===== config.mk =====
export PLATFORM = sky130hd
export DESIGN_NAME = keypad_matrix_scanner
export DESIGN_NICKNAME = d
export VERILOG_FILES = /design/src/rtl/keypad_pkg.sv /design/src/rtl/keypad_scan_timer.sv /design/src/rtl/keypad_matrix_scanner.sv
export SDC_FILE = /design/constraint.sdc
export NUM_CORES = 1
export LEC_CHECK = 0
export BUFFER_PORTS_ARGS = -buffer_cell sky130_fd_sc_hd__buf_2
export CORE_MARGIN = 2
export CORE_UTILIZATION = 30
export CTS_CLUSTER_DIAMETER = 120
export DETAILED_ROUTE_END_ITERATION = 7
export PLACE_DENSITY_LB_ADDON = 0.08
export SLEW_MARGIN = 20
export SYNTH_ARGS = -nofsm -noshare
export SYNTH_HDL_FRONTEND = slang
export SYNTH_HIERARCHICAL = 1
export SYNTH_SLANG_ARGS = --single-unit

===== constraint.sdc =====
create_clock -name clk -period 32.6 [get_ports clk]
set_input_delay 3.26 -clock clk [delete_from_list [all_inputs] [get_ports clk]]
set_output_delay 3.26 -clock clk [all_outputs]
set_load 0.03 [all_outputs]

===== src/rtl/keypad_pkg.sv =====
// Shared types and the keypad ASCII layout for the 4x4 matrix scanner.
// The key index is row*4+col and the layout is "123A/456B/789C/*0#D".
package keypad_pkg;

  typedef enum logic [1:0] {
    ST_IDLE,
    ST_PRESS_DB,
    ST_HELD,
    ST_REL_DB
  } kp_state_e;

  typedef enum logic [1:0] {
    CLS_NONE,
    CLS_ONE,
    CLS_MULTI
  } kp_class_e;

  typedef logic [15:0] key_map_t;

  localparam logic [6:0] KEY_ASCII [16] = '{
    7'h31, 7'h32, 7'h33, 7'h41,
    7'h34, 7'h35, 7'h36, 7'h42,
    7'h37, 7'h38, 7'h39, 7'h43,
    7'h2A, 7'h30, 7'h23, 7'h44
  };

  function automatic logic [6:0] key_to_ascii(input logic [3:0] idx);
    return KEY_ASCII[idx];
  endfunction

endpackage


===== src/rtl/keypad_scan_timer.sv =====
// Row strobe generator: each row is driven low for SCAN_DIV clocks.
// sample_en marks the last clock of a slot, frame_end the last slot of a frame.
module keypad_scan_timer #(
  parameter int ROWS     = 4,
  parameter int SCAN_DIV = 1000
) (
  input  logic                    clk,
  input  logic                    rst_n,
  output logic [ROWS-1:0]         row_drive_o,
  output logic [$clog2(ROWS)-1:0] row_o,
  output logic                    sample_en_o,
  output logic                    frame_end_o
);

  localparam int SW = $clog2(SCAN_DIV);
  localparam int RW = $clog2(ROWS);
  localparam logic [SW-1:0] SLOT_LAST = SW'(SCAN_DIV - 1);
  localparam logic [RW-1:0] ROW_LAST  = RW'(ROWS - 1);

  logic          active_q;
  logic [SW-1:0] slot_q, slot_d;
  logic [RW-1:0] row_q, row_d;

  always_comb begin
    slot_d = slot_q;
    row_d  = row_q;
    if (active_q) begin
      if (slot_q == SLOT_LAST) begin
        slot_d = '0;
        row_d  = (row_q == ROW_LAST) ? '0 : row_q + RW'(1);
      end else begin
        slot_d = slot_q + SW'(1);
      end
    end
  end

  // active_q keeps all rows released for the reset cycle itself
  always_ff @(posedge clk) begin
    if (!rst_n) begin
      active_q <= 1'b0;
      slot_q   <= '0;
      row_q    <= '0;
    end else begin
      active_q <= 1'b1;
      slot_q   <= slot_d;
      row_q    <= row_d;
    end
  end

  for (genvar gi = 0; gi < ROWS; gi++) begin : g_row
    assign row_drive_o[gi] = !(active_q && (row_q == RW'(gi)));
  end

  assign row_o       = row_q;
  assign sample_en_o = active_q && (slot_q == SLOT_LAST);
  assign frame_end_o = sample_en_o && (row_q == ROW_LAST);

endmodule


===== src/rtl/keypad_matrix_scanner.sv =====
// 4x4 keypad scanner: synchronizes columns, captures a per-frame key map,
// debounces whole frames and presents one ASCII event per press with a valid/ready handshake.
module keypad_matrix_scanner
  import keypad_pkg::*;
#(
  parameter int ROWS           = 4,
  parameter int COLS           = 4,
  parameter int SCAN_DIV       = 1000,
  parameter int DEBOUNCE_SCANS = 4
) (
  input  logic            clk,
  input  logic            rst_n,
  output logic [ROWS-1:0] row_drive,
  input  logic [COLS-1:0] col_sense,
  output logic            key_valid,
  input  logic            key_ready,
  output logic [3:0]      key_index,
  output logic [6:0]      key_ascii,
  output logic            overrun
);

  localparam int CW = $clog2(DEBOUNCE_SCANS + 1);
  localparam logic [CW-1:0] CNT_ONE = CW'(1);
  localparam logic [CW-1:0] CNT_MAX = CW'(DEBOUNCE_SCANS);
  localparam bit DB_SINGLE = (DEBOUNCE_SCANS == 1);

  logic [$clog2(ROWS)-1:0] row;
  logic                    sample_en;
  logic                    frame_end;

  keypad_scan_timer #(
    .ROWS     (ROWS),
    .SCAN_DIV (SCAN_DIV)
  ) u_timer (
    .clk         (clk),
    .rst_n       (rst_n),
    .row_drive_o (row_drive),
    .row_o       (row),
    .sample_en_o (sample_en),
    .frame_end_o (frame_end)
  );

  logic [COLS-1:0] col_meta_q, col_sync_q;
  key_map_t        map_q, map_d;

  always_ff @(posedge clk) begin
    if (!rst_n) begin
      col_meta_q <= '1;
      col_sync_q <= '1;
      map_q      <= '0;
    end else begin
      col_meta_q <= col_sense;
      col_sync_q <= col_meta_q;
      map_q      <= map_d;
    end
  end

  // map_d already includes the row being sampled, so it is complete at frame_end
  for (genvar gi = 0; gi < ROWS; gi++) begin : g_map_row
    for (genvar gj = 0; gj < COLS; gj++) begin : g_map_col
      assign map_d[gi*COLS+gj] = (sample_en && (row == gi[$clog2(ROWS)-1:0]))
                                 ? ~col_sync_q[gj] : map_q[gi*COLS+gj];
    end
  end

  logic [4:0] pop;
  logic [3:0] hit_idx;
  kp_class_e  cls;

  always_comb begin
    pop     = '0;
    hit_idx = '0;
    for (int k = 0; k < 16; k++) begin
      if (map_d[k]) begin
        pop     = pop + 5'd1;
        hit_idx = 4'(k);
      end
    end
    if (pop == 5'd0)      cls = CLS_NONE;
    else if (pop == 5'd1) cls = CLS_ONE;
    else                  cls = CLS_MULTI;
  end

  kp_state_e     state_q, state_d;
  logic [CW-1:0] cnt_q, cnt_d;
  logic [3:0]    cand_q, cand_d;
  logic          accept_q, accept_d;

  always_comb begin
    state_d  = state_q;
    cnt_d    = cnt_q;
    cand_d   = cand_q;
    accept_d = 1'b0;
    if (frame_end) begin
      unique case (state_q)
        ST_IDLE: begin
          if (cls == CLS_ONE) begin
            cand_d = hit_idx;
            cnt_d  = CNT_ONE;
            if (DB_SINGLE) begin
              state_d  = ST_HELD;
              accept_d = 1'b1;
            end else begin
              state_d = ST_PRESS_DB;
            end
          end
        end
        ST_PRESS_DB: begin
          if (cls == CLS_ONE && hit_idx == cand_q) begin
            if (cnt_q + CNT_ONE >= CNT_MAX) begin
              cnt_d    = CNT_MAX;
              state_d  = ST_HELD;
              accept_d = 1'b1;
            end else begin
              cnt_d = cnt_q + CNT_ONE;
            end
          end else begin
            state_d = ST_IDLE;
          end
        end
        ST_HELD: begin
          if (cls == CLS_NONE) begin
            cnt_d   = CNT_ONE;
            state_d = DB_SINGLE ? ST_IDLE : ST_REL_DB;
          end
        end
        ST_REL_DB: begin
          if (cls == CLS_NONE) begin
            if (cnt_q + CNT_ONE >= CNT_MAX) begin
              cnt_d   = CNT_MAX;
              state_d = ST_IDLE;
            end else begin
              cnt_d = cnt_q + CNT_ONE;
            end
          end else begin
            state_d = ST_HELD;
          end
        end
        default: state_d = ST_IDLE;
      endcase
    end
  end

  logic       key_valid_q;
  logic [3:0] key_index_q;
  logic [6:0] key_ascii_q;
  logic       overrun_q;

  always_ff @(posedge clk) begin
    if (!rst_n) begin
      state_q     <= ST_IDLE;
      cnt_q       <= '0;
      cand_q      <= '0;
      accept_q    <= 1'b0;
      key_valid_q <= 1'b0;
      key_index_q <= '0;
      key_ascii_q <= '0;
      overrun_q   <= 1'b0;
    end else begin
      state_q   <= state_d;
      cnt_q     <= cnt_d;
      cand_q    <= cand_d;
      accept_q  <= accept_d;
      overrun_q <= 1'b0;
      // a handshake in the same clock frees the slot for the new event
      if (accept_q) begin
        if (!key_valid_q || key_ready) begin
          key_valid_q <= 1'b1;
          key_index_q <= cand_q;
          key_ascii_q <= key_to_ascii(cand_q);
        end else begin
          overrun_q <= 1'b1;
        end
      end else if (key_valid_q && key_ready) begin
        key_valid_q <= 1'b0;
      end
    end
  end

  assign key_valid = key_valid_q;
  assign key_index = key_index_q;
  assign key_ascii = key_ascii_q;
  assign overrun   = overrun_q;

endmodule


==> impl_summary.md <==
Detailed routing
The routed length per instance is 14.9 um. The number of DRC violations after detailed routing is 0. The pre-antenna-repair detailed-routing pass consisted of 4 iterations. The via count is 4141. After the first detailed-routing iteration, the DRC count stood at 205. The number of nets still failing antenna checks after routing is 0.

In the routed layout, each cell is associated on average with a via count of 5.03. The routed design has 12200 um of wire.

Timing
The aggregate negative setup slack is 0 ns. Between clock sinks in the finished design, the worst skew comes to 0.00560 ns. The maximum clock frequency is 81.2 MHz. The clock period minus worst slack is 12.32 ns. The relative max-transition margin is 0.333.

Of the available clock period, the critical path in the final layout requires 0.378. At the pin with the least slew margin, the transition time is 0.994 ns. The number of hold violations in the final report came to 0. The number of setup violations in the final report is 0. The final-report max-slew violation count is 0. Setup repair after global routing left no endpoint under its margin.

Setup path
The capturing element type of the critical path is a flop. The data required time at the worst endpoint is 32.82 ns. The number of cells on the worst reg-to-reg path is 56.

The setup path with the least slack is of type reg2reg. Counting stages on the worst path, the most repeated cell is sky130_fd_sc_hd__ha_1. The highest cell delay on the worst timing path is 0.60 ns. The largest fanout on the critical path is 10. STA classifies the critical path startpoint as a flop. At the worst endpoint, the arrival time is 12.54 ns. The standard cell with the maximum stage delay on the critical path is sky130_fd_sc_hd__or3b_1.

Floorplanning
The die span in x is 132 um. The floorplan has 46 rows. The total area inside the core boundary comes to 15900 um^2. The vertical extent of the die is 132 um. For this configuration, the core starts out at a cell density of 0.309. The floorplan step defined a die boundary enclosing 17500 um^2. Pin placement for this block handled 24 I/O pins.

Synthesis
The synthesized netlist occupies a cell area of 4930 um^2. A synthesized cell averages 8.32 um^2. Of the post-synthesis cell area, the dominant cell type holds 0.244. The count of distinct cell types in the synthesized netlist is 84. After synthesis, the cell types taking the most area are sky130_fd_sc_hd__dfxtp_1, sky130_fd_sc_hd__mux2i_1, sky130_fd_sc_hd__ha_1. The number of synthesized flops with an enable pin is 0.

The leading register cell type out of synthesis is sky130_fd_sc_hd__dfxtp_1. The library cell with the largest summed area after synthesis is sky130_fd_sc_hd__dfxtp_1. The sequential area share after synthesis is 0.244. The cell count after synthesis came out at 592. The share of synthesized flip-flops with an asynchronous set or reset is 0. The number of warnings printed during yosys synthesis is 6. The number of nets produced by synthesis is 624. Synthesis inferred 60 register bits.

Global routing
The via count of the first global-routing pass came to 4008. The aggregate global routing overflow is 0. The global-route usage over all layers is 0.145. The first global-routing pass estimated 20600 um of wire. The initial antenna violation count was 0. Entering global routing, the biggest net connects 32 pins.

Power
The post-route total power is 0.183 mW. The peak supply drop is 0.0000224 V. In this run the static leakage power is 2.30 nW. The power density relative to cell area is 33.1 nW/um^2.

Layout
The net count of the finished layout is 635. Of the cells placed in the final design, the portion with a size suffix greater than 1 is 0.120. The growth of design area from synthesis to finish is 12.1%.

The final antenna diode count is 0.

Placement
The final RePlAce weighted congestion is 0.797. In this run the tool buffered the top-level ports with 23 buffer cells. The half-perimeter wire length after detailed placement is 9220 um.

Worst hold path
Along the worst hold path, the cell count comes to 1. The path class of the tightest hold or removal check is reg2reg.

CTS
The buffer levels on the longest clock path is 2. The clock-pin slew on the worst setup and hold paths is 0.06 ns. The tree is rooted in a sky130_fd_sc_hd__clkbuf_16. The count of buffers added by post-CTS timing repair for setup is 0.

The CTS tree is yes. The sink count of the clock tree is 60. Buffers inserted during clock tree synthesis total 9. After clock tree synthesis, the flow added hold-fix buffers numbering 0. The clock reaches the later pin of the worst-skew pair after 0.33 ns. The H-tree generated during clock tree synthesis spans 3 levels.

The number of gates given a new drive strength after cts is 0.

Status
The flow ran to the end, and the final reports show no timing, DRC or antenna violations.

Job
The number of max-cap violations is 0.
-- power breakdown --
| group | switching (mW) | leakage (nW) | internal [mW] |
|---|---|---|---|
| Combinational | 0.00243 | 1.66 | 0.00135 |
| Clock | 0.0360 | 0.156 | 0.0672 |
| Sequential | 0.00135 | 0.486 | 0.0741 |
| Total | 0.0398 | 2.30 | 0.143 |
-- path summary, 6_finish.rpt --
kind / start / to / slack [ns]
worst max register to register: u_timer/slot_q[0] / cnt_q[2] / 20.28
worst min-delay path: col_meta_q[1] / col_sync_q[1] / 0.41
worst max-delay path: u_timer/slot_q[0] / cnt_q[2] / 20.28
worst min register to register: col_meta_q[1] / col_sync_q[1] / 0.41
-- cells in the mapped netlist, drive strengths merged (3+ instances only) --
cell    count
nand2      74
dfxtp      60
nor2       59
mux2i      35
a21oi      30
xnor2      27
inv        26
o21ai      26
ha         25
xor2       23
clkbuf     17
nand2b     15
nand4      14
nand3      13
nor3       11
and2        9
a211oi      8
mux2        8
or3         7
buf         6
o211ai      6
nand3b      5
nor4        5
o21a        5
or4         5
xnor3       5
a31oi       4
and3b       4
nor2b       4
nor4b       4
o31ai       4
a21boi      3
a311oi      3
nor3b       3
o311ai      3
or2         3
-- kinds of logic (layout without fill, tap and decap cells) --
group / after synthesis / after routing / share of synthesized area
XOR/XNOR: 57 / 57 / 0.130
AO/OA/AOI/OAI: 113 / 113 / 0.156
adder cells (fa/ha/maj): 25 / 25 / 0.0635
multiplexers: 43 / 43 / 0.0952
AND/OR/NAND/NOR: 245 / 245 / 0.269
flip-flops: 60 / 60 / 0.244
buffers and inverters: 49 / 65 / 0.0429
-- final cells by class --
class,count,area (um^2)
multi-input combinational,483,3510
timing repair buffer,23,115
clock buffer,9,225
fill,1661,10400
tap,216,270
clock inverter,7,98.8
sequential,60,1200
inverter,26,97.6
-- per-layer routing --
layer  part of all wire  track usage
met5                  0            0
met4              0.011       0.0350
met3              0.025       0.0261
met2               0.47        0.243
met1               0.50        0.192
-- layout by cell type (no fill, tap or decap), types with 5 or more instances in the layout --
cell,synthesis,final
sky130_fd_sc_hd__nand2_1,74,74
sky130_fd_sc_hd__dfxtp_1,60,60
sky130_fd_sc_hd__nor2_1,59,59
sky130_fd_sc_hd__mux2i_1,32,32
sky130_fd_sc_hd__a21oi_1,30,30
sky130_fd_sc_hd__ha_1,25,25
sky130_fd_sc_hd__inv_1,25,24
sky130_fd_sc_hd__xnor2_1,24,24
sky130_fd_sc_hd__o21ai_0,24,24
sky130_fd_sc_hd__buf_2,1,23
sky130_fd_sc_hd__xor2_1,21,21
sky130_fd_sc_hd__nand2b_1,15,15
sky130_fd_sc_hd__nand3_1,13,13
sky130_fd_sc_hd__nand4_1,12,12
sky130_fd_sc_hd__nor3_1,11,11
sky130_fd_sc_hd__clkbuf_16,0,9
sky130_fd_sc_hd__mux2_2,8,8
sky130_fd_sc_hd__and2_1,8,8
sky130_fd_sc_hd__a211oi_1,7,7
sky130_fd_sc_hd__or3_1,7,7
sky130_fd_sc_hd__o211ai_1,5,5
sky130_fd_sc_hd__or4_1,5,5
sky130_fd_sc_hd__o21a_1,5,5
-- per-stage QoR --
stage / hold slack (ns) / cell area, um^2 / utilization / instances / worst slack, ns
finish: 0.411 / 5520 / 0.346 / 824 / 20.28
global route: 0.438 / 5520 / 0.346 / 824 / 19.16
CTS: 0.415 / 5520 / 0.346 / 824 / 20.30
detailed placement: 0.400 / 5200 / 0.326 / 808 / 20.31
global placement: 0.392 / 5200 / 0.326 / 808 / 20.79
floorplan: 0.386 / 4930 / - / 592 / 21.72
-- critical path: cells and delay by family (launching register included) --
family / cells / cell delay, ns
XOR/XNOR: 1 / 0.19
adder cells (fa/ha/maj): 15 / 4.37
buffers and inverters: 4 / 0.31
AND/OR/NAND/NOR: 17 / 3.25
AO/OA/AOI/OAI: 15 / 2.82
flip-flops: 1 / 0.40
multiplexers: 4 / 0.85
-- flip-flops by register name, indices dropped and copies added (netlist names) --
signal	cells
map_q	16
u_timer/slot_q	10
key_ascii	7
cand_q	4
col_meta_q	4
col_sync_q	4
key_index	4
cnt_q	3
state_q	2
u_timer/row_o	2
accept_q	1
key_valid	1
overrun	1
u_timer/active_q	1
Note: power is estimated with default switching activity, not from simulation.
